===== src/rtl/pulse_wire_pkg.sv =====
// pulse_wire_pkg: constants and handshake typedefs shared by the mkReg/mkWire/mkPulse family.
package pulse_wire_pkg;

    localparam int CNT_W_DEF = 32;

    typedef struct packed {
        logic val;
        logic valid;
        logic consumed;
    } hs_bit_t;

endpackage


===== src/rtl/pulse_wire_hs_monitor.sv =====
// hs_monitor: counts delivered transfers and flags valid/consumed handshake violations.
module hs_monitor #(
    parameter int DW    = 1,
    parameter int CNT_W = 32
) (
    input  logic             clk,
    input  logic             rst_n,
    input  logic [DW-1:0]    data_i,
    input  logic             valid_i,
    input  logic             consumed_i,
    input  logic             fire_i,
    output logic [CNT_W-1:0] count_o,
    output logic             err_valid_drop_o,
    output logic             err_data_change_o
);
    logic [CNT_W-1:0] count_q, count_d;
    logic [DW-1:0]    held_q, held_d;
    logic             pend_q, pend_d;
    logic             drop_q, drop_d;
    logic             chg_q, chg_d;

    always_comb begin
        count_d = fire_i ? count_q + 1'b1 : count_q;
        pend_d  = valid_i & ~consumed_i;
        held_d  = data_i;
        drop_d  = drop_q | (pend_q & ~valid_i);
        chg_d   = chg_q | (pend_q & valid_i & (data_i != held_q));
    end

    // Reset also clears the pending history so no violation spans a reset.
    always_ff @(posedge clk) begin
        if (!rst_n) begin
            count_q <= '0;
            held_q  <= '0;
            pend_q  <= 1'b0;
            drop_q  <= 1'b0;
            chg_q   <= 1'b0;
        end else begin
            count_q <= count_d;
            held_q  <= held_d;
            pend_q  <= pend_d;
            drop_q  <= drop_d;
            chg_q   <= chg_d;
        end
    end

    assign count_o           = count_q;
    assign err_valid_drop_o  = drop_q;
    assign err_data_change_o = chg_q;
endmodule


===== src/rtl/pulse_wire.sv =====
// pulse_wire: zero-latency single-bit pulse channel with a clocked handshake monitor.
module pulse_wire
    import pulse_wire_pkg::*;
#(
    parameter int CNT_W = CNT_W_DEF
) (
    input  logic             CLK,
    input  logic             RST_N,
    input  logic             IN_EN_WRITE,
    input  logic             IN_EN_WRITE_VALID,
    output logic             IN_EN_WRITE_CONSUMED,
    output logic             OUT_READ,
    output logic             OUT_READ_VALID,
    input  logic             OUT_READ_CONSUMED,
    output logic [CNT_W-1:0] PULSE_COUNT,
    output logic             ERR_VALID_DROP,
    output logic             ERR_DATA_CHANGE
);
    hs_bit_t ch;

    assign ch = '{val: IN_EN_WRITE, valid: IN_EN_WRITE_VALID, consumed: OUT_READ_CONSUMED};

    // Raw bit passes even when not valid; readers may use it directly.
    assign OUT_READ             = ch.val;
    assign OUT_READ_VALID       = ch.valid;
    assign IN_EN_WRITE_CONSUMED = ch.consumed;

    hs_monitor #(.DW(1), .CNT_W(CNT_W)) u_mon (
        .clk               (CLK),
        .rst_n             (RST_N),
        .data_i            (ch.val),
        .valid_i           (ch.valid),
        .consumed_i        (ch.consumed),
        .fire_i            (ch.val & ch.valid & ch.consumed),
        .count_o           (PULSE_COUNT),
        .err_valid_drop_o  (ERR_VALID_DROP),
        .err_data_change_o (ERR_DATA_CHANGE)
    );
endmodule


===== config.mk =====
export PLATFORM = sky130hd
export DESIGN_NAME = pulse_wire
export DESIGN_NICKNAME = d
export VERILOG_FILES = /design/src/rtl/pulse_wire_pkg.sv /design/src/rtl/pulse_wire_hs_monitor.sv /design/src/rtl/pulse_wire.sv
export SDC_FILE = /design/constraint.sdc
export NUM_CORES = 1
export LEC_CHECK = 0
export CAP_MARGIN = 10
export CORE_MARGIN = 5
export CORE_UTILIZATION = 50
export DETAILED_ROUTE_END_ITERATION = 7
export PLACE_DENSITY_LB_ADDON = 0.1
export SETUP_SLACK_MARGIN = 0.02
export SKIP_CTS_REPAIR_TIMING = 1
export SLEW_MARGIN = 30
export SYNTH_ARGS = -nofsm -noshare
export SYNTH_HDL_FRONTEND = slang
export SYNTH_SLANG_ARGS = --single-unit
export TNS_END_PERCENT = 30

===== constraint.sdc =====
create_clock -name CLK -period 2.44 [get_ports CLK]
set_input_delay 0.244 -clock CLK [delete_from_list [all_inputs] [get_ports CLK]]
set_output_delay 0.244 -clock CLK [all_outputs]
set_load 0.02 [all_outputs]

### After elaboration in Yosys (flattened, before gate mapping)

Cells that the tools add are included.

| operators by class | value |
|---|---|
| eq/ne operators | 1 |
| bitwise gates (word level) | 10 |
| $add $sub $neg | 1 |

Operator list:

| kind | number |
|---|---|
| adder 32 x 1 -> 32 bit (second input constant) | 1 |
| AND 1 bit | 6 |
| NOT 1 bit | 2 |
| bitwise OR 1 bit | 2 |
| inequality test 1 bit | 1 |

| storage, ports and cells | value |
|---|---|
| output and inout bits | 37 |
| register bits after elaboration | 36 |

### Depth between registers and ports, before layout

Gate-level depths: netlist (run 1).

| logic depth | value |
|---|---|
| word-level depth | 3 |
| depth in mapped cells | 6 |
| depth with buffers taken out | 5 |

### By module

Synthesis (run 1) repeated with hierarchy kept, for this count alone.

| unflattened totals | value |
|---|---|
| cells, all modules | 193 |
| area total of the unflattened synthesis | 1660.3 sq um |

Modules (own cells, without submodules):

| module | times used | sequential area each (sq um) | cells an instance | area each (sq um) |
|---|---|---|---|---|
| hs_monitor | 1 | 720.7 | 189 | 1631.6 |
| pulse_wire | 1 | 0.0 | 4 | 28.8 |

### Least setup slack after synthesis (run 1)

OpenSTA, ideal clock, no wires.

| path | value |
|---|---|
| kind | flip-flop to flip-flop |
| start point | register u_mon.count_q[0], in the netlist u_mon.count_o[0] |
| end point | register u_mon.count_q[26], in the netlist u_mon.count_o[26] |
| stages on the path, launching flop included | 7 |
| clock period less this slack | 1.826 ns |
| setup time | 0.071 ns |
| arrival | 1.756 ns |
| buffers on the path | 1 |
| setup slack | 0.614 ns |
| cells stage by stage | dfxtp_1 -> ha_1 -> and4_1 -> buf_4 -> nand2_1 -> or4_1 -> a21oi_1 |

| between the ends | value |
|---|---|
| longest elaborated chain between the ends | 1 |

Ends and longest elaborated chain:

| item | RTL line | text |
|---|---|---|
| from (decl) | pulse_wire_hs_monitor.sv:16 | `logic [CNT_W-1:0] count_q, count_d;` |
| from (signal assigned) | pulse_wire_hs_monitor.sv:39 | `count_q <= count_d;` |
| adder 32 x 1 -> 32 bit | pulse_wire_hs_monitor.sv:23 | `count_d = fire_i ? count_q + 1'b1 : count_q;` |

Every way passes these cells.
A chain may end at the register's enable or synchronous reset.

### Worst setup path in the final report (run 1)

| path | value |
|---|---|
| start point | register u_mon.count_q[12], in the netlist u_mon.count_o[12] |
| end point | register u_mon.count_q[31], in the netlist u_mon.count_o[31] |

Same word-level chain as after synthesis.

==> impl_metrics.ini, run 1 <==
[run_status]
status = finished clean

[layout]
instances_no_fill = 279
diodes = 0
syn2layout_area_growth_pct = 25.8
drive_above_1_share_pct = 7.30
fin_nets = 241

[global_route]
antenna_found_initial = 0
grtUsageTotal_pct = 19.0
grt_pass1_vias = 1550
grt_pass1_wl_mm = 7.40
overflow = 0
grt_max_degree = 26

[timing]
tightest_slew_ns = 0.576
fmax_mhz = 484
whs_ns = 0.476
rsz0062_at_grt = false
final.setup.tns_ns = 0
final.min_clock_period_ns = 2.07
slew_viol_final = 0
setup_violations = 0
slew_headroom_pct = 61.5
fin_crit_sh_pct = 84.7
finalHoldViolations = 0
fin_worst_skew_ns = 0.00913

[pwr]
p_sw_mw = 0.217
clockPowerShare_pct = 30.4
p_per_area_nw_per_um2 = 422
p_int_mw = 0.709
combPwrFrac_pct = 5.4
ir_worst_vdd_uv = 378
switching_share_pct = 23.4
leakage_nw = 0.706
seqPwrFrac_pct = 64.2

[route]
drt_iter0_markers = 158
postRouteAntennaNets = 0
vias_per_cell = 5.78
vias = 1613
drc = 0
drt_wl_total_mm = 4.31
wl_per_cell_um = 15.4
dr.pass1.iters = 4

[cts]
cts_sinks = 36
cts_made_buffers = 5
htree_levels = 2
cts.clk_slew.worst_paths_ns = 0.10
cts_root_buffer = clkbuf_4
cts_tree = done
clkLatencyLatePin_ns = 0.34
clock_path_buffers = 2

[setup_path]
cp_top_family = simple AND/OR/NAND/NOR gates
path_max_fanout = 15
end_kind = flip-flop
required_ns = 2.71
path_cells = and4_1, nand4_1, or4_1, a21oi_1
setup.worst_path.class = flip-flop to flip-flop
critPathSlowestCell = or4_1
slowest_delay_ns = 0.65
critPathLaunchType = flip-flop
critPathBufInv = 0
cp.arrival_ns = 2.34

[floorplanning]
ios = 42
start_util_pct = 51.8
core_area_um2 = 3360
num_rows = 21
die_area_um2 = 4770
die_w_um = 69.0
die-height_um = 69.0

[flow_run]
drv_cap = 0

[place]
dp.cells = 274
dpl.hpwl_mm = 2.99
port_buffers = 41
place_congestion = 0.828

[yosys]
yosysWarnings = 0
syn-cell-area_um2 = 1740
syn_nets = 204
yosys_register_bits = 36
synth_area_per_cell_um2 = 8.80
synth.distinct_cells = 33
synth_top_area_share_pct = 41.3
yosysTopAreaCell = dfxtp_1
yosysSeqAreaShare_pct = 41.3
syn-instance-count = 198
yosys-top-cells-area = dfxtp_1, o31ai_1, or4_1

[worst_hold_path]
min_path_type = flip-flop to flip-flop
power by group through the flow:
stage / clock [mW] / sequential, mW / combinational [mW]
final: 0.281 / 0.594 / 0.0504
after global routing: 0.315 / 0.595 / 0.0544
after CTS: 0.288 / 0.594 / 0.0508
after detailed placement: 0 / 0.607 / 0.0508
after global placement: 0 / 0.607 / 0.0498
after floorplan: 0 / 0.610 / 0.0261
cells in the final DEF (no fill, tap or decap), types with 3 or more instances in the layout:
cell type	netlist	layout
and4_1	4	4
nor4_1	7	7
clkdlybuf4s50_1	0	41
nand3_1	11	11
dfxtp_1	36	36
mux2i_1	4	4
clkbuf_4	0	5
inv_1	4	4
xor2_1	8	8
buf_4	5	6
a21oi_1	16	16
or4_1	13	13
nand2b_1	4	4
and3_1	3	3
xnor2_1	4	4
nand4_1	11	11
o31ai_1	13	13
nor2_1	13	13
nand2_1	12	12
logic make-up after synthesis:
group | count (synthesis) | synth area share, %
simple gates | 89 | 30.2
fa+ha+maj | 1 | 0.718
xor+xnor | 12 | 6.03
buf+inv | 21 | 6.68
flops | 36 | 41.3
compound gates | 35 | 12.7
mux | 4 | 2.30
cell type report:
cell class	instances	area, µm²
fill	304	1170
sequential	36	721
timing repair buffer	47	455
inverter	4	15.0
clock buffer	5	37.5
tap	46	57.6
multi-input combinational	141	906
tightest hold or removal path: stages (launching register included):
cell,delay (ns)
dfxtp_1,0.34
a21oi_1,0.04
nor2_1,0.07
layer usage:
| layer | vias to the layer above | share of wire, % | track usage, % |
|---|---|---|---|
| met2 | 42 | 49 | 32.4 |
| li1 | 804 | - | - |
| met1 | 763 | 44 | 22.4 |
| met3 | 4 | 5.9 | 6.69 |
| met4 | 0 | 1.0 | 5.21 |
| met5 | - | 0 | 0 |
through the flow:
| stage | instance area, µm² | utilization [%] | setup slack, ns | power (mW) |
|---|---|---|---|---|
| global route | 2190 | 65.2 | 0.173 | 0.965 |
| floorplan | 1740 | - | 0.614 | 0.636 |
| detailed placement | 2150 | 64.1 | 0.369 | 0.658 |
| global placement | 2150 | 64.1 | 0.453 | 0.657 |
| finish | 2190 | 65.2 | 0.373 | 0.926 |
| CTS | 2190 | 65.2 | 0.385 | 0.933 |
Yosys cell counts:
library cell,n
nand3_1,11
and4_1,4
clkbuf_2,1
and2_1,2
o21ai_0,1
a31oi_1,1
dfxtp_1,36
xnor2_1,4
buf_2,2
mux2i_1,4
inv_1,4
nand2_1,12
nand4_2,1
nand2b_1,4
and4_4,2
ha_1,1
o21a_1,2
nand4_1,11
buf_6,2
nor4_1,7
or3_1,1
buf_4,5
or4_1,13
nor3_1,2
nor2_1,13
a21oi_1,16
clkbuf_1,7
o31a_1,2
and3_2,2
xor2_1,8
and3_1,3
nand3_2,1
o31ai_1,13
path summary, 6_finish.rpt:
path	depth (start not counted)	endpoint	from	slack (ns)
setup / recovery	4	u_mon.count_o[31]	u_mon.count_o[12]	0.37
hold / removal	2	u_mon.err_valid_drop_o	u_mon.err_valid_drop_o	0.48
setup reg to reg	4	u_mon.count_o[31]	u_mon.count_o[12]	0.37
hold reg to reg	2	u_mon.err_valid_drop_o	u_mon.err_valid_drop_o	0.48
flip-flops by register name (all words and copies together), names as in the netlist:
| signal | cells |
|---|---|
| u_mon.err_valid_drop_o | 1 |
| u_mon.pend_q | 1 |
| u_mon.count_o | 32 |
| u_mon.err_data_change_o | 1 |
| u_mon.held_q | 1 |
Power figures use the tool's default switching activity.
==> run 2, diff against run 1 <==
--- a/config.mk
+++ b/config.mk
@@ -7,7 +7,7 @@
 export LEC_CHECK = 0
 export CAP_MARGIN = 10
 export CORE_MARGIN = 5
-export CORE_UTILIZATION = 50
+export CORE_UTILIZATION = 44
 export DETAILED_ROUTE_END_ITERATION = 7
 export PLACE_DENSITY_LB_ADDON = 0.1
 export SETUP_SLACK_MARGIN = 0.02
==> constraint.sdc (replaced) <==
create_clock -name CLK -period 1.9 [get_ports CLK]
set_input_delay 0.19 -clock CLK [delete_from_list [all_inputs] [get_ports CLK]]
set_output_delay 0.19 -clock CLK [all_outputs]
set_load 0.02 [all_outputs]
==> run 2 against run 1 <==
Effect of this change:
- non-clock buffer count increased by 14
- register-to-register slack got worse by 0.22 ns
- largest cell class unchanged
- highest routed layer unchanged
- core utilization decreased by 0.87 points
- first-iteration DRC count decreased by 32%
- sequential power increased by 28%
- clock skew decreased by 0.0036 ns
==> impl_metrics.ini, run 2 (synthesized netlist as in run 1, its figures left out) <==
[route]
drt_wl_total_mm = 4.74
dr.pass1.iters = 6
postRouteAntennaNets = 0
vias = 1758
drc = 0
drt_iter0_markers = 107
wl_per_cell_um = 15.9
vias_per_cell = 5.90

[setup_path]
path_max_fanout = 25
critPathLaunchType = flip-flop
end_kind = flip-flop
cp.arrival_ns = 1.97
reg2reg_setup_slack_ns = 0.15
worstReg2RegStart = u_mon.count_o[6]
required_ns = 2.12
setup.worst_path.class = flip-flop to flip-flop
critical_path.startpoint = u_mon.count_o[6]

[cts]
cts_root_buffer = clkbuf_8
htree_levels = 2
cts_made_buffers = 5
cts.clk_slew.worst_paths_ns = 0.08
cts_sinks = 36
cts_tree = done
clock_path_buffers = 2
clkLatencyLatePin_ns = 0.29

[layout]
nFillCells = 327
syn2layout_area_growth_pct = 38.1
multi_input_area_um2 = 923
mostFrequentLayoutCell = clkdlybuf4s50_1
largest_reg_flops = 32
instances_no_fill = 298
layout_common_cells = clkdlybuf4s50_1, dfxtp_1, buf_4, a21oi_1
drive_above_1_share_pct = 14.8
seq_area_um2 = 722
diodes = 0
fin_nets = 255

[global_route]
gr-usage-met2_pct = 31.4
antenna_found_initial = 0
grt_pass1_vias = 1666
use_met1_pct = 22.5
grtUsageMet3_pct = 4.55
overflow = 0
grtUsageTotal_pct = 18.8
grt_pass1_wl_mm = 7.82
grt_max_degree = 30
grt.busiest_layer = met2

[place]
dpl.hpwl_mm = 3.28
dp.cells = 290
dp_slack_ns = -0.0397
place_congestion = 0.780
port_buffers = 41

[flow_run]
drv_cap = 0

[pwr]
p_per_area_nw_per_um2 = 658
total_power_mw = 1.58
leakage_nw = 0.825
ir_worst_vdd_uv = 484

[floorplanning]
core_area_um2 = 3740
die_w_um = 72.9
num_rows = 22
ios = 42
die-height_um = 72.9
start_util_pct = 46.6
die_area_um2 = 5320

[worst_hold_path]
hold_start = u_mon.err_data_change_o
min_path_type = flip-flop to flip-flop

[timing]
setup_violations = 0
rsz0062_at_grt = false
tightest_slew_ns = 0.436
fin_crit_sh_pct = 92.1
worst_slack_ns = 0.150
slew_viol_final = 0
fin_worst_skew_ns = 0.00550
whs_ns = 0.474
finalHoldViolations = 0
final.min_clock_period_ns = 1.75
fmax_mhz = 572
slew_headroom_pct = 70.6

[run_status]
status = finished clean
-- run 2: cell types whose count changed in the layout (fill, tap and decap cells not counted), sizes merged --
cell,delta
buf,+14
clkbuf,+2
bufinv,+1
-- run 2: layout make-up --
cell class                 count  share of cell area, %
inverter                       4                  0.624
tap                           48                   2.49
clock inverter                 1                   1.25
clock buffer                   7                   4.00
timing repair buffer          61                   23.3
multi-input combinational    141                   38.4
sequential                    36                   30.0
-- run 2: where the power goes --
group	switching, mW	leakage, nW	total (mW)	internal [mW]
combinational	0.0379	0.470	0.0700	0.0320
sequential	0.00359	0.291	0.763	0.759
clock	0.288	0.0645	0.752	0.463
-- run 2: critical path, cell delays in order, from the launching register on --
cell and delay (ns):
dfxtp_1 0.40, and4_4 0.30, nand3_2 0.08, buf_4 0.22, or4_1 0.51, a21oi_1 0.16
-- run 2: path summary, 6_finish.rpt --
check / to / cells past startpoint
worst max-delay path: u_mon.count_o[22] / 5
worst min register to register: u_mon.err_data_change_o / 2
worst max register to register: u_mon.count_o[22] / 5
worst min-delay path: u_mon.err_data_change_o / 2
-- run 2: per-layer routing --
layer	vias up	wire, µm
met4	0	89
met3	15	279
met5	-	0
li1	836	-
met1	843	2080
met2	64	2290
-- run 2: through the flow --
stage | setup TNS (ns) | instance area, µm² | util, %
detailed placement | -0.123 | 2260 | 60.4
finish | 0 | 2410 | 64.3
global route | 0 | 2410 | 64.3
floorplan | 0 | 1740 | -
CTS | 0 | 2390 | 63.8
global placement | -0.00504 | 2260 | 60.4
